File: config.mk
export PLATFORM = sky130hd
export DESIGN_NAME = seg7_scan_driver
export DESIGN_NICKNAME = d
export VERILOG_FILES = /design/src/rtl/seg7_scan_driver.sv
export SDC_FILE = /design/constraint.sdc
export NUM_CORES = 1
export LEC_CHECK = 0
export BUFFER_PORTS_ARGS = -buffer_cell sky130_fd_sc_hd__buf_2
export CAP_MARGIN = 20
export CORE_ASPECT_RATIO = 1.75
export CORE_MARGIN = 5
export CORE_UTILIZATION = 34
export CTS_CLUSTER_DIAMETER = 120
export DETAILED_ROUTE_END_ITERATION = 8
export SLEW_MARGIN = 20
export SYNTH_ARGS = -nofsm -noshare
export SYNTH_HDL_FRONTEND = slang
export SYNTH_SLANG_ARGS = --single-unit
export TNS_END_PERCENT = 100
File: constraint.sdc
create_clock -name clk -period 6.16 [get_ports clk]
set_input_delay 0.924 -clock clk [delete_from_list [all_inputs] [get_ports clk]]
set_output_delay 0.924 -clock clk [all_outputs]
set_load 0.01 [all_outputs]
File: src/rtl/seg7_scan_driver.sv
// Multiplexed common-anode 7-segment driver: scans DIGITS digits with dead time,
// frame-coherent input snapshot, blink, leading-zero suppression and decimal points.
module seg7_scan_driver #(
    parameter int DIGITS    = 6,
    parameter int SCAN_DIV  = 50000,
    parameter int DEAD      = 2,
    parameter int BLINK_DIV = 25000000,
    parameter int HEX       = 0
) (
    input  logic                  clk,
    input  logic                  rst_n,
    input  logic                  en,
    input  logic                  lzs_en,
    input  logic [4*DIGITS-1:0]   bcd_in,
    input  logic [DIGITS-1:0]     dp_in,
    input  logic [DIGITS-1:0]     blink_mask,
    output logic [6:0]            seg_n,
    output logic                  dp_n,
    output logic [DIGITS-1:0]     an_n,
    output logic                  frame_tick
);

    localparam int CW = (SCAN_DIV > 1) ? $clog2(SCAN_DIV) : 1;
    localparam int IW = (DIGITS > 1) ? $clog2(DIGITS) : 1;
    localparam int BW = (BLINK_DIV > 1) ? $clog2(BLINK_DIV) : 1;

    localparam logic [CW-1:0] CNT_LAST   = CW'(SCAN_DIV - 1);
    localparam logic [CW-1:0] DEAD_CNT   = CW'(DEAD);
    localparam logic [IW-1:0] IDX_LAST   = IW'(DIGITS - 1);
    localparam logic [BW-1:0] BLINK_LAST = BW'(BLINK_DIV - 1);

    logic [CW-1:0]         cnt;
    logic [IW-1:0]         idx;
    logic [BW-1:0]         blink_cnt;
    logic                  phase;
    logic [4*DIGITS-1:0]   sh_bcd;
    logic [DIGITS-1:0]     sh_dp;
    logic [DIGITS-1:0]     sh_blink;

    logic                  slot_end;
    logic                  wrap;
    logic [3:0]            cur_code;
    logic                  cur_dp;
    logic                  cur_blink;
    logic                  cur_lz;
    logic [DIGITS-1:0]     lz;
    logic                  lead;
    logic                  blink_off;
    logic                  seg_off;

    function automatic logic [6:0] decode(input logic [3:0] code);
        logic [6:0] g;
        case (code)
            4'd0:    g = 7'b1000000;
            4'd1:    g = 7'b1111001;
            4'd2:    g = 7'b0100100;
            4'd3:    g = 7'b0110000;
            4'd4:    g = 7'b0011001;
            4'd5:    g = 7'b0010010;
            4'd6:    g = 7'b0000010;
            4'd7:    g = 7'b1111000;
            4'd8:    g = 7'b0000000;
            4'd9:    g = 7'b0010000;
            4'd10:   g = (HEX != 0) ? 7'b0001000 : 7'b1111111;
            4'd11:   g = (HEX != 0) ? 7'b0000011 : 7'b1111111;
            4'd12:   g = (HEX != 0) ? 7'b1000110 : 7'b1111111;
            4'd13:   g = (HEX != 0) ? 7'b0100001 : 7'b1111111;
            4'd14:   g = (HEX != 0) ? 7'b0000110 : 7'b1111111;
            default: g = (HEX != 0) ? 7'b0001110 : 7'b1111111;
        endcase
        return g;
    endfunction

    assign slot_end = (cnt == CNT_LAST);
    assign wrap     = slot_end && (idx == IDX_LAST);

    // A digit is a leading zero when it and every digit to its left are zero.
    always_comb begin
        lead = 1'b1;
        lz   = '0;
        for (int i = DIGITS - 1; i >= 0; i--) begin
            lead  = lead & (sh_bcd[4*i +: 4] == 4'd0);
            lz[i] = lead & (i != 0);
        end
    end

    always_comb begin
        cur_code  = 4'd0;
        cur_dp    = 1'b0;
        cur_blink = 1'b0;
        cur_lz    = 1'b0;
        for (int i = 0; i < DIGITS; i++) begin
            if (idx == IW'(i)) begin
                cur_code  = sh_bcd[4*i +: 4];
                cur_dp    = sh_dp[i];
                cur_blink = sh_blink[i];
                cur_lz    = lz[i];
            end
        end
    end

    assign blink_off = phase & cur_blink;
    assign seg_off   = blink_off | (lzs_en & cur_lz) | ~en;

    always_ff @(posedge clk or negedge rst_n) begin
        if (!rst_n) begin
            cnt        <= '0;
            idx        <= '0;
            blink_cnt  <= '0;
            phase      <= 1'b0;
            sh_bcd     <= '0;
            sh_dp      <= '0;
            sh_blink   <= '0;
            frame_tick <= 1'b0;
            seg_n      <= 7'b1111111;
            dp_n       <= 1'b1;
            an_n       <= '1;
        end else begin
            if (slot_end) begin
                cnt <= '0;
                idx <= (idx == IDX_LAST) ? '0 : idx + 1'b1;
            end else begin
                cnt <= cnt + 1'b1;
            end

            if (blink_cnt == BLINK_LAST) begin
                blink_cnt <= '0;
                phase     <= ~phase;
            end else begin
                blink_cnt <= blink_cnt + 1'b1;
            end

            if (wrap) begin
                sh_bcd   <= bcd_in;
                sh_dp    <= dp_in;
                sh_blink <= blink_mask;
            end
            frame_tick <= wrap;

            an_n  <= (en && (cnt >= DEAD_CNT)) ? ~(DIGITS'(1) << idx) : '1;
            seg_n <= seg_off ? 7'b1111111 : decode(cur_code);
            dp_n  <= (blink_off || !en) ? 1'b1 : ~cur_dp;
        end
    end

endmodule

Word-level counts from Yosys, hierarchy flattened

Memory sizes are Yosys's and may differ from the RTL's.
Cells that the tools add are included.

Bits of input ports: 40
Bits in read-only memories: 112
Memories: 1
Output and inout port bits: 15
Register bits after elaboration: 96

Memories:

| memory          | depth | width | rd ports | clocked after memory_dff | wr ports | RTL line | text |
|---|---|---|---|---|---|---|---|
| (no name shown) | 16    | 7     | 1        | 0                        | 0        | 53       | `case (code)` |

Equality and inequality tests: 7
$add $sub $neg: 3
Shift operators: 1
Order comparisons: 1
Mux-type cells: 29
Bitwise logic cells: 12
Reductions and logical operators: 10

Operators with widths:

| cell                                                                    | number |
|---|---|
| 25-bit by 1-bit adder with 25-bit output (second input constant)        | 1 |
| 25-bit == test (second input constant)                                  | 1 |
| 25-bit two-way mux                                                      | 1 |
| 4-bit two-way mux                                                       | 6 |
| 4-bit zero test                                                         | 5 |
| 1-bit two-way mux                                                       | 18 |
| 16-bit by 1-bit adder with 16-bit output (second input constant)        | 1 |
| 16-bit == test (second input constant)                                  | 1 |
| 16-bit by 2-bit >= comparator with 1-bit output (second input constant) | 1 |
| 16-bit two-way mux                                                      | 1 |
| 7-bit two-way mux                                                       | 1 |
| 1-bit bitwise AND                                                       | 6 |
| 3-bit by 2-bit == test with 1-bit output (second input constant)        | 2 |
| 3-bit == test (second input constant)                                   | 2 |
| 6-bit two-way mux                                                       | 1 |
| 6-bit NOT                                                               | 1 |
| 1-bit by 3-bit << shifter with 6-bit output (first input constant)      | 1 |
| 3-bit by 1-bit adder with 3-bit output (second input constant)          | 1 |
| 3-bit by 1-bit == test with 1-bit output (second input constant)        | 1 |
| 3-bit zero test                                                         | 1 |
| 3-bit two-way mux                                                       | 1 |
| 1-bit NOT                                                               | 3 |
| 1-bit logical AND                                                       | 2 |
| 1-bit bitwise OR                                                        | 2 |
| 2 further kinds                                                         | 2 |

Longest topological paths before layout

Word-level depth: 14
Gate-level depth with buffers: 15
Mapped depth without buffers: 11

Worst setup path before layout

Ideal clock, no wire load.

Path type: reg2reg
Start: register idx[0]
End: register seg_n[0]
Data required time: 6.062 ns
Setup slack: 3.320 ns
Stages on the path, launching flop included: 16
Setup time: 0.098 ns
Arrival time: 2.742 ns
Clock period less this slack: 2.840 ns
Cell sequence: dfrtp_1 buf_2 and2_1 ha_1 clkbuf_1 clkbuf_1 nand2_1 mux2i_1 a31o_2 clkbuf_1 inv_1 ha_1 a211oi_1 a2bb2oi_1 o211ai_1 nand3_1

Cells in the longest elaborated chain, start to end: 11

RTL lines:

| item                                                                       | RTL line | text |
|---|---|---|
| start, declared                                                            | 33       | `logic [IW-1:0] idx;` |
| start signal, assigned                                                     | 121      | `idx <= (idx == IDX_LAST) ? '0 : idx + 1'b1;` |
| parallel branches: the longest is 10 deep, another holds memory 16 x 7 bit | n/a      |  |
| 7-bit two-way mux *                                                        | 141      | `seg_n <= seg_off ? 7'b1111111 : decode(cur_code);` |
| end signal, assigned                                                       | 141      |  |
| end, declared                                                              | 17       | `output logic [6:0] seg_n,` |

Every way passes the cells marked *.
A chain may end at the register's enable or synchronous reset.

Worst setup path in the final report

Start: register idx[1]
End: register seg_n[0]

Same word-level chain as after synthesis.

==> key figures <==
Pwr
  • Internal: 1000 uW
  • Register share of total power: 50.8%
  • Clk pwr share: 43.5%
  • Power per Cell Area: between 200 and 250 nW/um^2
  • Psw: 295 uW
  • Leakage: 0.00249 uW
  • Maximum VDD drop: 0.000138 V
  • Comb power frac: under 10%
  • Sw Share: 22.7%

Synth
  • Synth top area cells: dfrtp_1 (43%), mux2_4 (9.4%), dfstp_2 (7.7%)
  • Synth Warn #: 0
  • Post-synthesis sequential area ratio: 50.3%
  • Post-synth top area share: 42.7%
  • Post-Synth XOR/XNOR Area: under 10%
  • Post-Synth Adder-Cell Area: approximately 2.3%
  • Largest family of logic cells by synthesized area: simple AND/OR/NAND/NOR gates
  • Post-Synthesis Cells: 426
  • Most used DFF post-synth: dfrtp_1
  • Yosys reg bits: 96
  • Synth Cell Area: 4810 sq um
  • Post-synthesis average cell area: 11.3 sq um
  • Asr flop ratio synth: 100%
  • Post-synth EDFFs: 0
  • Syn_nets: 475
  • Synth Area in Compound Gates: 6.84%
  • Area leader, netlist: dfrtp_1
  • Mux share of post-synthesis cell area: 14.0%
  • Yosys cell types: 55
  • Synth Area in Simple Gates: between 10% and 20%

Clocking
  • CTS root buf: clkbuf_16
  • CTS Hold Buffers Added: 0
  • Post_cts resized: 0
  • Clk buf depth: 2
  • H-tree levels: 3
  • CTS tree: yes
  • Setup bufs post-CTS: 0
  • Clock slew at reported path FFs: 70 ps
  • Clock latency on the worst-skew pair: 350 ps
  • CTS sink cnt: 96
  • CTS buffer count: 9

Global route
  • First-pass GRT wire length: 17,400 um
  • GRT Total Usage: 13.0%
  • Largest net degree at the start of global routing: 80
  • Initial antenna violation count: 0
  • Vias in the first global route: 3,463
  • Total gr overflow: 0

Timing
  • Slew margin rel.: 30.8%
  • RSZ-0062 raised after global routing: no
  • Endpoints failing setup: 0
  • Hold violation count in the final report: 0
  • Max Fclk: 0.318 GHz
  • Total negative slack: 0 ps
  • Clk_skew: slightly above 10 ps
  • Fin crit share: between 50% and 60%
  • Worst Tran Pin Value: 1040 ps
  • Min Tclk post-route: 3140 ps
  • Max Slew Vio Count: 0

Die
  • Die width: about 100 um
  • IO Pins: 55
  • Die outline area: 16,700 sq um
  • Rows: between 50 and 60
  • Die Y: 167 um
  • Total core area: ~14,000 sq um
  • Starting Density: 34.6%

Critical path
  • Crit-path cells: and2_1 -> ha_1 -> nand2_1 -> mux2i_1 -> a31o_2 -> inv_1 -> ha_1 -> a211oi_1 -> a2bb2oi_1 -> o211ai_1 -> nand3_1
  • Startpoint types: flop
  • R2R depth: 11
  • Reg2reg start: idx[1]
  • Worst endpoint required time: 6410 ps
  • Worst R2R Setup Slack: 3020 ps
  • CP Capture Type: flop
  • Crit Path Category: flop to flop
  • WP data arrival: ~3400 ps
  • CP max stage cell: dfrtp_1
  • CP max FO: 23
  • Most used cell, CP: ha_1
  • Worst path max stage delay: between 700 and 800 ps
  • Reg-to-reg critical path endpoint: seg_n[0]

Finish
  • Area growth from synthesis to layout: 15.0%
  • Nets: 526
  • Non-Filler Instances: 659
  • Share of cells above drive strength 1: a little over a quarter
  • Diodes inserted: 0
  • Cell area after layout: 5530 sq um

Placed design
  • HPWL after detailed placement: 7530 um
  • Dpl cell area: 5230 sq um
  • Cell count after placement: 643
  • Routability Congestion: 0.801
  • Buffers on Ports: 54

Job
  • Max-cap violations: 0

Drt
  • Via density: 5.14
  • Number of DRC violations after detailed routing: 0
  • DR WL/cell: ~16 um
  • Routed wire length: 10,400 um
  • Post-route ant nets: 0
  • DR vias: 3,385
  • First-pass DRT Iterations: 4
  • Initial DRC count: 148

Min path
  • Worst Hold Class: input pin to async pin

Outcome
  • Outcome: finished clean
[cell usage after synthesis, drive strengths merged (9+ instances only)]
| library cell | instances |
|---|---|
| xor2 | 19 |
| nor3 | 11 |
| buf | 11 |
| xnor2 | 17 |
| o21ai | 11 |
| dfrtp | 82 |
| nand2 | 26 |
| nand3 | 26 |
| mux2 | 39 |
| ha | 9 |
| inv | 13 |
| nor4 | 13 |
| dfstp | 14 |
| a21oi | 11 |
| nor2 | 41 |
| mux2i | 12 |
[layout make-up]
cell class / instances / area (sq um)
Timing Repair Buffer: 57 / 299
Clock inverter: 5 / 63.8
Sequential cell: 96 / 2420
Multi-Input combinational cell: 300 / 2240
Tap cell: 177 / 221
Clock buffer: 11 / 233
Fill cell: 1346 / 8380
Inverter: 13 / 48.8
[worst max path at each step]
stage                start       end  cells past startpoint
CTS                 idx[1]  seg_n[0]                     11
global placement    idx[1]  seg_n[5]                      6
global route        idx[1]  seg_n[0]                     11
floorplan           idx[0]  seg_n[0]                     15
finish              idx[1]  seg_n[0]                     11
detailed placement  idx[1]  seg_n[0]                     11
[layout by cell type, fill, tap and decap left out, drive strengths merged, types with 9 or more instances in the layout]
| cell type | n |
|---|---|
| nor3 | 11 |
| xor2 | 19 |
| nor4 | 13 |
| mux2i | 12 |
| dfstp | 14 |
| clkbuf | 11 |
| o21ai | 11 |
| dfrtp | 82 |
| buf | 57 |
| mux2 | 39 |
| inv | 15 |
| ha | 9 |
| nand2 | 26 |
| nor2 | 41 |
| nand3 | 26 |
| a21oi | 11 |
| xnor2 | 17 |
[worst max-delay path, delay by kind of cell, from the launching register on]
family                     cells  cell delay (ps)
muxes                          1              150
and+or+nand+nor                3              470
buffers and inverters          1              110
DFF                            1              780
adders and majority gates      2              770
AOI/OAI and AO/OA              4              740
[metal layers]
metal / routed length (um) / GRT usage, % / vias to the layer above
met4: 176 / 4.46 / 0
met2: 5350 / 22.1 / 88
met3: 389 / 3.04 / 18
met5: 0 / 0 / -
li1: - / - / 1600
met1: 4450 / 15.8 / 1679
[power by group through the flow]
stage | Combinational (uW) | Clock, uW | Sequential, uW
after floorplan | 35.1 | 0 | 671
after global placement | 73.0 | 0 | 671
after detailed placement | 74.8 | 0 | 672
after CTS | 75.0 | 580 | 660
after global routing | 82.4 | 605 | 662
final | 73.3 | 566 | 660
[through the flow]
stage                     util, %  total power, uW  setup WS [ps]  hold WS (ps)
after global routing         39.8             1350           2730           440
after floorplan                 -              706           3320           446
after CTS                    39.7             1320           3070           423
after detailed placement     37.6              747           3090           471
after global placement       37.6              744           2950           469
final                        39.8             1300           3020           424
[state kept, by name, summed over array words and instances (netlist names)]
register    flops
blink_cnt      25
sh_bcd         24
cnt            16
seg_n           7
an_n            6
sh_blink        6
sh_dp           6
idx             3
dp_n            1
frame_tick      1
phase           1
[cells by family after synthesis]
group | after synthesis
AOI/OAI and AO/OA | 49
and+or+nand+nor | 155
xor gates and xnor gates | 36
DFF | 96
adders and majority gates | 9
muxes | 51
buffers and inverters | 30
(Power assumes the default switching activity.)
